File: config.mk
export PLATFORM = sky130hd
export DESIGN_NAME = instruction_fetch
export DESIGN_NICKNAME = d
export VERILOG_FILES = /design/src/rtl/instruction_fetch.sv
export SDC_FILE = /design/constraint.sdc
export NUM_CORES = 1
export LEC_CHECK = 0
export CAP_MARGIN = 15
export CORE_MARGIN = 5
export CORE_UTILIZATION = 46
export CTS_CLUSTER_DIAMETER = 50
export CTS_CLUSTER_SIZE = 16
export DETAILED_ROUTE_END_ITERATION = 8
export GPL_TIMING_DRIVEN = 1
export PLACE_DENSITY = 0.76
export SYNTH_ARGS = -nofsm -noshare
export SYNTH_HDL_FRONTEND = slang
export SYNTH_SLANG_ARGS = --single-unit
File: constraint.sdc
create_clock -name clk -period 2.4 [get_ports clk]
set_input_delay 0.48 -clock clk [delete_from_list [all_inputs] [get_ports clk]]
set_output_delay 0.48 -clock clk [all_outputs]
set_load 0.02 [all_outputs]
File: src/rtl/instruction_fetch.sv
// Byte-serial instruction fetch: owns the 8-bit PC, gathers 4 bytes per instruction and holds them until accepted.
// Optional feature: define IFETCH_PREFETCH_EN to add a 4-byte shadow buffer that prefetches the next instruction during HOLD.
module instruction_fetch #(
  parameter logic [7:0] RESET_PC    = 8'h00,
  parameter int         INSTR_BYTES = 4
) (
  input  logic       clk,
  input  logic       rst_n,
  output logic       mem_req,
  output logic [7:0] mem_addr,
  input  logic [7:0] mem_rdata,
  input  logic       mem_valid,
  output logic [7:0] opcode1,
  output logic [7:0] opcode2,
  output logic [7:0] opcode3,
  output logic [7:0] opcode4,
  output logic       instr_valid,
  input  logic       instr_ready,
  input  logic       pc_load,
  input  logic [7:0] cnt_input,
  output logic [7:0] cnt_output
);

  typedef enum logic [0:0] {
    FETCH = 1'b0,
    HOLD  = 1'b1
  } state_t;

  localparam logic [1:0] LAST_IDX = 2'(INSTR_BYTES - 1);
  localparam logic [7:0] PC_STEP  = 8'(INSTR_BYTES);

  state_t     state_r, state_s;
  logic [7:0] pc_r, pc_s;
  logic [1:0] byte_idx_r, byte_idx_s;
  logic [7:0] op_r [4];
  logic [7:0] op_s [4];
  logic       instr_valid_r, instr_valid_s;
  logic       mem_req_r, mem_req_s;
  logic [7:0] mem_addr_r, mem_addr_s;
  logic       accept_s;
  logic       take_s;

`ifdef IFETCH_PREFETCH_EN
  logic [7:0] sh_r [4];
  logic [7:0] sh_s [4];
  logic [2:0] sh_cnt_r, sh_cnt_s;
`endif

  assign accept_s = instr_valid_r && instr_ready;
  assign take_s   = mem_req_r && mem_valid;

  // Next-state, PC and next registered memory-request computation
  always_comb begin
    state_s       = state_r;
    pc_s          = pc_r;
    byte_idx_s    = byte_idx_r;
    op_s          = op_r;
    instr_valid_s = instr_valid_r;
`ifdef IFETCH_PREFETCH_EN
    sh_s     = sh_r;
    sh_cnt_s = sh_cnt_r;
    // Prefetch capture happens first so an accept in the same cycle sees this byte
    if ((state_r == HOLD) && take_s && (sh_cnt_r < 3'd4)) begin
      sh_s[sh_cnt_r[1:0]] = mem_rdata;
      sh_cnt_s            = sh_cnt_r + 3'd1;
    end else begin
      sh_cnt_s = sh_cnt_r;
    end
`endif
    if (pc_load) begin
      pc_s          = cnt_input;
      byte_idx_s    = 2'd0;
      state_s       = FETCH;
      instr_valid_s = 1'b0;
`ifdef IFETCH_PREFETCH_EN
      sh_cnt_s = 3'd0;
`endif
    end else if (accept_s) begin
      pc_s          = pc_r + PC_STEP;
      byte_idx_s    = 2'd0;
      state_s       = FETCH;
      instr_valid_s = 1'b0;
`ifdef IFETCH_PREFETCH_EN
      if (sh_cnt_s == 3'd4) begin
        op_s          = sh_s;
        state_s       = HOLD;
        instr_valid_s = 1'b1;
      end else begin
        for (int i = 0; i < 4; i++) begin
          if (3'(i) < sh_cnt_s) begin
            op_s[i] = sh_s[i];
          end else begin
            op_s[i] = op_r[i];
          end
        end
        byte_idx_s = sh_cnt_s[1:0];
      end
      sh_cnt_s = 3'd0;
`endif
    end else if ((state_r == FETCH) && take_s) begin
      op_s[byte_idx_r] = mem_rdata;
      if (byte_idx_r == LAST_IDX) begin
        state_s       = HOLD;
        instr_valid_s = 1'b1;
        byte_idx_s    = 2'd0;
      end else begin
        byte_idx_s = byte_idx_r + 2'd1;
      end
    end else begin
      state_s = state_r;
    end

`ifdef IFETCH_PREFETCH_EN
    if (state_s == FETCH) begin
      mem_req_s  = 1'b1;
      mem_addr_s = pc_s + {6'd0, byte_idx_s};
    end else begin
      mem_req_s  = (sh_cnt_s < 3'd4);
      mem_addr_s = pc_s + PC_STEP + {6'd0, sh_cnt_s[1:0]};
    end
`else
    mem_req_s  = (state_s == FETCH);
    mem_addr_s = pc_s + {6'd0, byte_idx_s};
`endif
  end

  // State, PC, instruction and request registers
  always_ff @(posedge clk or negedge rst_n) begin
    if (!rst_n) begin
      state_r       <= FETCH;
      pc_r          <= RESET_PC;
      byte_idx_r    <= 2'd0;
      instr_valid_r <= 1'b0;
      mem_req_r     <= 1'b0;
      mem_addr_r    <= RESET_PC;
      for (int i = 0; i < 4; i++) begin
        op_r[i] <= 8'h00;
      end
`ifdef IFETCH_PREFETCH_EN
      sh_cnt_r <= 3'd0;
      for (int i = 0; i < 4; i++) begin
        sh_r[i] <= 8'h00;
      end
`endif
    end else begin
      state_r       <= state_s;
      pc_r          <= pc_s;
      byte_idx_r    <= byte_idx_s;
      instr_valid_r <= instr_valid_s;
      mem_req_r     <= mem_req_s;
      mem_addr_r    <= mem_addr_s;
      for (int i = 0; i < 4; i++) begin
        op_r[i] <= op_s[i];
      end
`ifdef IFETCH_PREFETCH_EN
      sh_cnt_r <= sh_cnt_s;
      for (int i = 0; i < 4; i++) begin
        sh_r[i] <= sh_s[i];
      end
`endif
    end
  end

  assign mem_req     = mem_req_r;
  assign mem_addr    = mem_addr_r;
  assign opcode1     = op_r[0];
  assign opcode2     = op_r[1];
  assign opcode3     = op_r[2];
  assign opcode4     = op_r[3];
  assign instr_valid = instr_valid_r;
  assign cnt_output  = pc_r;

endmodule

* Word-level counts from Yosys, hierarchy flattened *
Cells that the tools add are included.
Widths: inputs -> output; s select.

storage, ports and cells
  input port bits = 21
  logic and storage cells = 46
  bits in registers = 53

operators by class
  multiplexer cells = 17
  bitwise logic cells = 5
  reductions and logical operators = 8
  add/sub/neg operators = 3
  $lt $le $gt $ge = 2
  eq/ne operators = 1

operator list
  operator             number
  $bwmux 32            1
  $mux 8               3
  $demux 8 s2          1
  $add 8x2->8          1
  $add 8x3->8 const B  1
  $mux 1               8
  $mux 2               4
  $reduce_bool 3->1    2
  $logic_and 1x1->1    4
  $not 1->1            4
  $ge 3x3->1 const B   1
  $lt 3x1->1 const B   1
  $not 2->3            1
  $reduce_and 3->1     1
  $add 2x1->2 const B  1
  $eq 2x2->1 const B   1
  $reduce_and 2->1     1

* Logic depth before layout (Yosys ltp) *
Gate-level depths: netlist of the first run.

  depth after elaboration = 6
  mapped depth = 10
  gate-level depth less buffers = 10

* Least setup slack after synthesis of the first run *
OpenSTA, ideal clock, no wires.

  path type = register -> register
  start point = register instr_valid_r (netlist: instr_valid)
  end point = register mem_addr_r[7] (netlist: mem_addr[7])
  period minus slack after synthesis = 2.256 ns
  setup slack = 0.144 ns
  stages on the path, launching flop included = 11
  arrival = 2.127 ns
  library setup time = 0.130 ns
  cell sequence = dfrtp_1 > and2_1 > buf_6 > or2_4 > nor2_1 > ha_1 > a21oi_1 > nor2_1 > a31oi_1 > nand3b_1 > xnor2_1

on the way
  cells in the longest elaborated chain, start to end = 4

ends and longest elaborated chain
  item                      line  source
  start: declaration        37    logic instr_valid_r, instr_valid_s;
  start signal: assignment  149   instr_valid_r <= instr_valid_s;
  $logic_and 1x1->1         49    assign accept_s = instr_valid_r && instr_ready;
  $mux 2                    78    end else if (accept_s) begin
  $mux 2                    70    if (pc_load) begin
  via byte_idx_s[1]         34    logic [1:0] byte_idx_r, byte_idx_s;
  $add 8x2->8               123   mem_addr_s = pc_s + {6'd0, byte_idx_s};
  via mem_addr_s[7]         39    logic [7:0] mem_addr_r, mem_addr_s;
  end signal: assignment    151   mem_addr_r <= mem_addr_s;
  end: declaration          39

The timed path passes the listed nets, and every way through them passes these cells.
A chain may end at the register's enable or synchronous reset.

* Worst setup path after layout of the first run *
  start point = input instr_ready
  end point = register mem_addr_r[6] (netlist: mem_addr[6])

on the way
  cells in the longest elaborated chain, start to end = 4

ends and longest elaborated chain
  item                line  source
  start: declaration  18    input logic instr_ready,
  $logic_and 1x1->1   49
  $mux 2              78
  $mux 2              70
  via byte_idx_s[0]   34
  $add 8x2->8         123
  via mem_addr_s[6]   39

The timed path passes the listed nets, and every way through them passes these cells.

==> results of run 1 <==
state kept, by name, indices dropped and copies added, names as in the netlist:
| register | flops |
|---|---|
| cnt_output | 8 |
| mem_addr | 8 |
| opcode1 | 8 |
| opcode2 | 8 |
| opcode3 | 8 |
| opcode4 | 8 |
| byte_idx_r | 2 |
| instr_valid | 1 |
| mem_req | 1 |
| state_r | 1 |
placed cells by master (no fill, tap or decap), drive strengths merged, types with 2 or more instances in the layout:
cell type	Yosys	layout
inv	3	3
o21ai	4	4
buf	3	19
ha	7	7
xnor2	9	9
mux2i	2	2
and2	2	2
clkbuf	0	6
a21oi	3	3
dfrtp	53	53
clkinv	1	3
nand3b	2	2
nor3	3	3
a31oi	3	3
nand2	14	14
mux2	35	35
nand3	4	4
or3	2	2
nor2	8	8
clkdlybuf4s50	0	69
layer usage:
metal / routed length, um / part of all wire (%) / up-vias
li1: - / - / 749
met1: 2195 / 46 / 773
met2: 2126 / 45 / 63
met3: 344 / 7.3 / 10
met4: 70 / 1.5 / 0
met5: 0 / 0 / -
cell usage after synthesis, drive strengths merged, types with 3 or more instances:
library cell / instances / area, um2
buf: 3 / 27.52
nor3: 3 / 15.01
ha: 7 / 87.58
inv: 3 / 11.26
nor2: 8 / 37.54
o21ai: 4 / 20.02
a21oi: 3 / 15.01
nand2: 14 / 62.56
dfrtp: 53 / 1326
xnor2: 9 / 78.83
nand3: 4 / 20.02
a31oi: 3 / 25.02
mux2: 35 / 420.4
cells by family (layout without fill, tap and decap cells):
| logic type | after synthesis | count (layout) | synth area share, % |
|---|---|---|---|
| buffers and inverters | 7 | 100 | 1.877 |
| muxes | 37 | 37 | 19.44 |
| xor gates and xnor gates | 9 | 9 | 3.479 |
| AOI/OAI and AO/OA | 12 | 12 | 3.258 |
| adders and majority gates | 8 | 8 | 4.749 |
| DFF | 53 | 53 | 58.53 |
| and+or+nand+nor | 38 | 38 | 8.669 |
metrics by stage:
step	power [mW]	setup slack (ps)	hold slack, ps	util (%)
5_1_grt	2.744	-32.04	86.12	68.05
6_report	2.596	78.81	74.88	68.05
3_5_place_dp	2.150	-217.7	407.9	66.32
2_1_floorplan	1.638	143.8	184.4	-
3_3_place_gp	2.132	-211.5	403.5	66.32
4_1_cts	2.631	97.88	75.54	68.05
what timing repair did:
action | CTS | global route
hold buffers | 0 | 0
endpoints found under the setup margin | 0 | 3
endpoints found under the hold margin | 0 | 0
gates resized for setup | 0 | 0
setup buffers | 0 | 0
final timing paths:
check / startpoint / to / slack, ps / depth (start not counted)
max: instr_ready / mem_addr[6] / 80 / 10
min: rst_n / opcode3[4] / 70 / 1
max reg2reg: byte_idx_r[0] / mem_addr[6] / 140 / 10
min reg2reg: state_r / state_r / 490 / 2
max in group asynchronous: rst_n / cnt_output[3] / 1740 / 2
min in group clk: state_r / state_r / 490 / 2
power by group:
group	switching, mW	internal (mW)	total [mW]
logic	0.437	0.510	0.947
registers	0.0984	1.08	1.17
clock network	0.272	0.203	0.475
total	0.807	1.79	2.60
layout make-up:
cell class	instances	area, um2
clock buffer	6	72.57
clock inverter	2	10.01
fill	389	1519
inverter	4	15.01
multi-input combinational	104	897.1
sequential	53	1326
tap	67	83.83
timing repair buffer	88	830.8
critical path, cell delays in order:
cell	delay, ps
clkdlybuf4s50_1	410
and2_1	170
or2_4	240
nor2_1	170
ha_1	220
fa_1	190
inv_1	60
a211oi_1	270
nand4_1	150
xnor2_1	150
==> reports/summary.txt, run 1 <==
Outcome - finished clean
GRT overflow - 0
Crit path required time - 2590 ps
Vias per cell - 4.923
RSZ-0062 raised after global routing - true
GPL Wtd Cong - 0.8354
Clock Sinks - 53
Post-route insts no fill - 324
Vias in the first global route - 1,663
Die footprint - 6430 um2
Design area - 3236 um2
Final #Nets - 285
Initial antenna violation count - 0
Async S/R FF share, synth - 100.0%
Slew Limit Fails - 0
Num CTS Buffers - 5
PD cells - 802.2 nW/um2
Leakage Power - 1.429 nW
Syn nets - 193
Layout Skew - 4.023 ps
Count of final setup violators - 0
Post-route minimum period - 2321 ps
CP arrival - 2510 ps
Slew @ Worst Pin - 366.3 ps
Max Fclk - 430.8 MHz
Die Wd - 80.19 um
DR iter-0 viols - 49
Via Count - 1,595
Synth Area per Inst - 13.82 um2
Crit path capture type - register
Final Cycle Share - 96.72%
Setup TNS - 0 ps
Peak VDD IR - 0.3192 mV
Root Buffer - clkbuf_8
Per-cell routed wire length - 14.62 um
CTS tree - yes
Starting Density - 47.66%
Pin count of the biggest net entering global routing - 21
Mapped Area - 2266 um2
Share of post-route cells with drive strength above 1 - 26.46%
First-pass GRT wire length - 7.969 mm
Drt first pass iters - 4
GRT Max-Usage Layer - met2
Post-Synthesis Cells - 164
Post-placement cell count - 316
Clock-pin slew on the worst setup and hold paths - 90 ps
Met3 Use GR - 4.709%
Core area - 4755 um2
WL final - 4.737 mm
H-Tree Depth - 2
Routing usage on met2 - 25.75%
DPL Wire Length - 3.603 mm
Max cap viols - 0
Gr usage total - 15.88%
Worst Path Max Fanout - 3
Top FF cell, synth - dfrtp_1
Clock tree buffer depth - 2
Placed Area - 3153 um2
# port buffers - 70
ANT nets after route - 0
Setup crit start kind - input port
WS Path Type - in2reg
Clock Latency Late Sink - 300 ps
Area delta synth->final - 42.79%
I/O pin count - 71
Sequential area share after synthesis - 58.53%
Final Hold Fails - 0
Post-synthesis sequential element count - 53
GR Layer Usage met1 - 20.27%
Number of warnings issued by yosys - 0
Unique masters post-synth - 29
HP Class - in2async
Row count - 25
Residual DRC - 0
Relative slew slack - 75.49%
Post-synth EDFFs - 0
Die height - 80.19 um
N_diodes - 0
Note: power is estimated with default switching activity, not from simulation.
==> run 2: changes to the inputs <==
--- a/config.mk
+++ b/config.mk
@@ -11,6 +11,7 @@
 export CTS_CLUSTER_DIAMETER = 50
 export CTS_CLUSTER_SIZE = 16
 export DETAILED_ROUTE_END_ITERATION = 8
+export GPL_ROUTABILITY_DRIVEN = 1
 export GPL_TIMING_DRIVEN = 1
 export PLACE_DENSITY = 0.76
 export SYNTH_ARGS = -nofsm -noshare
==> results of run 2 <==
The final DEF is identical to that of run 1; final timing and power are the same.
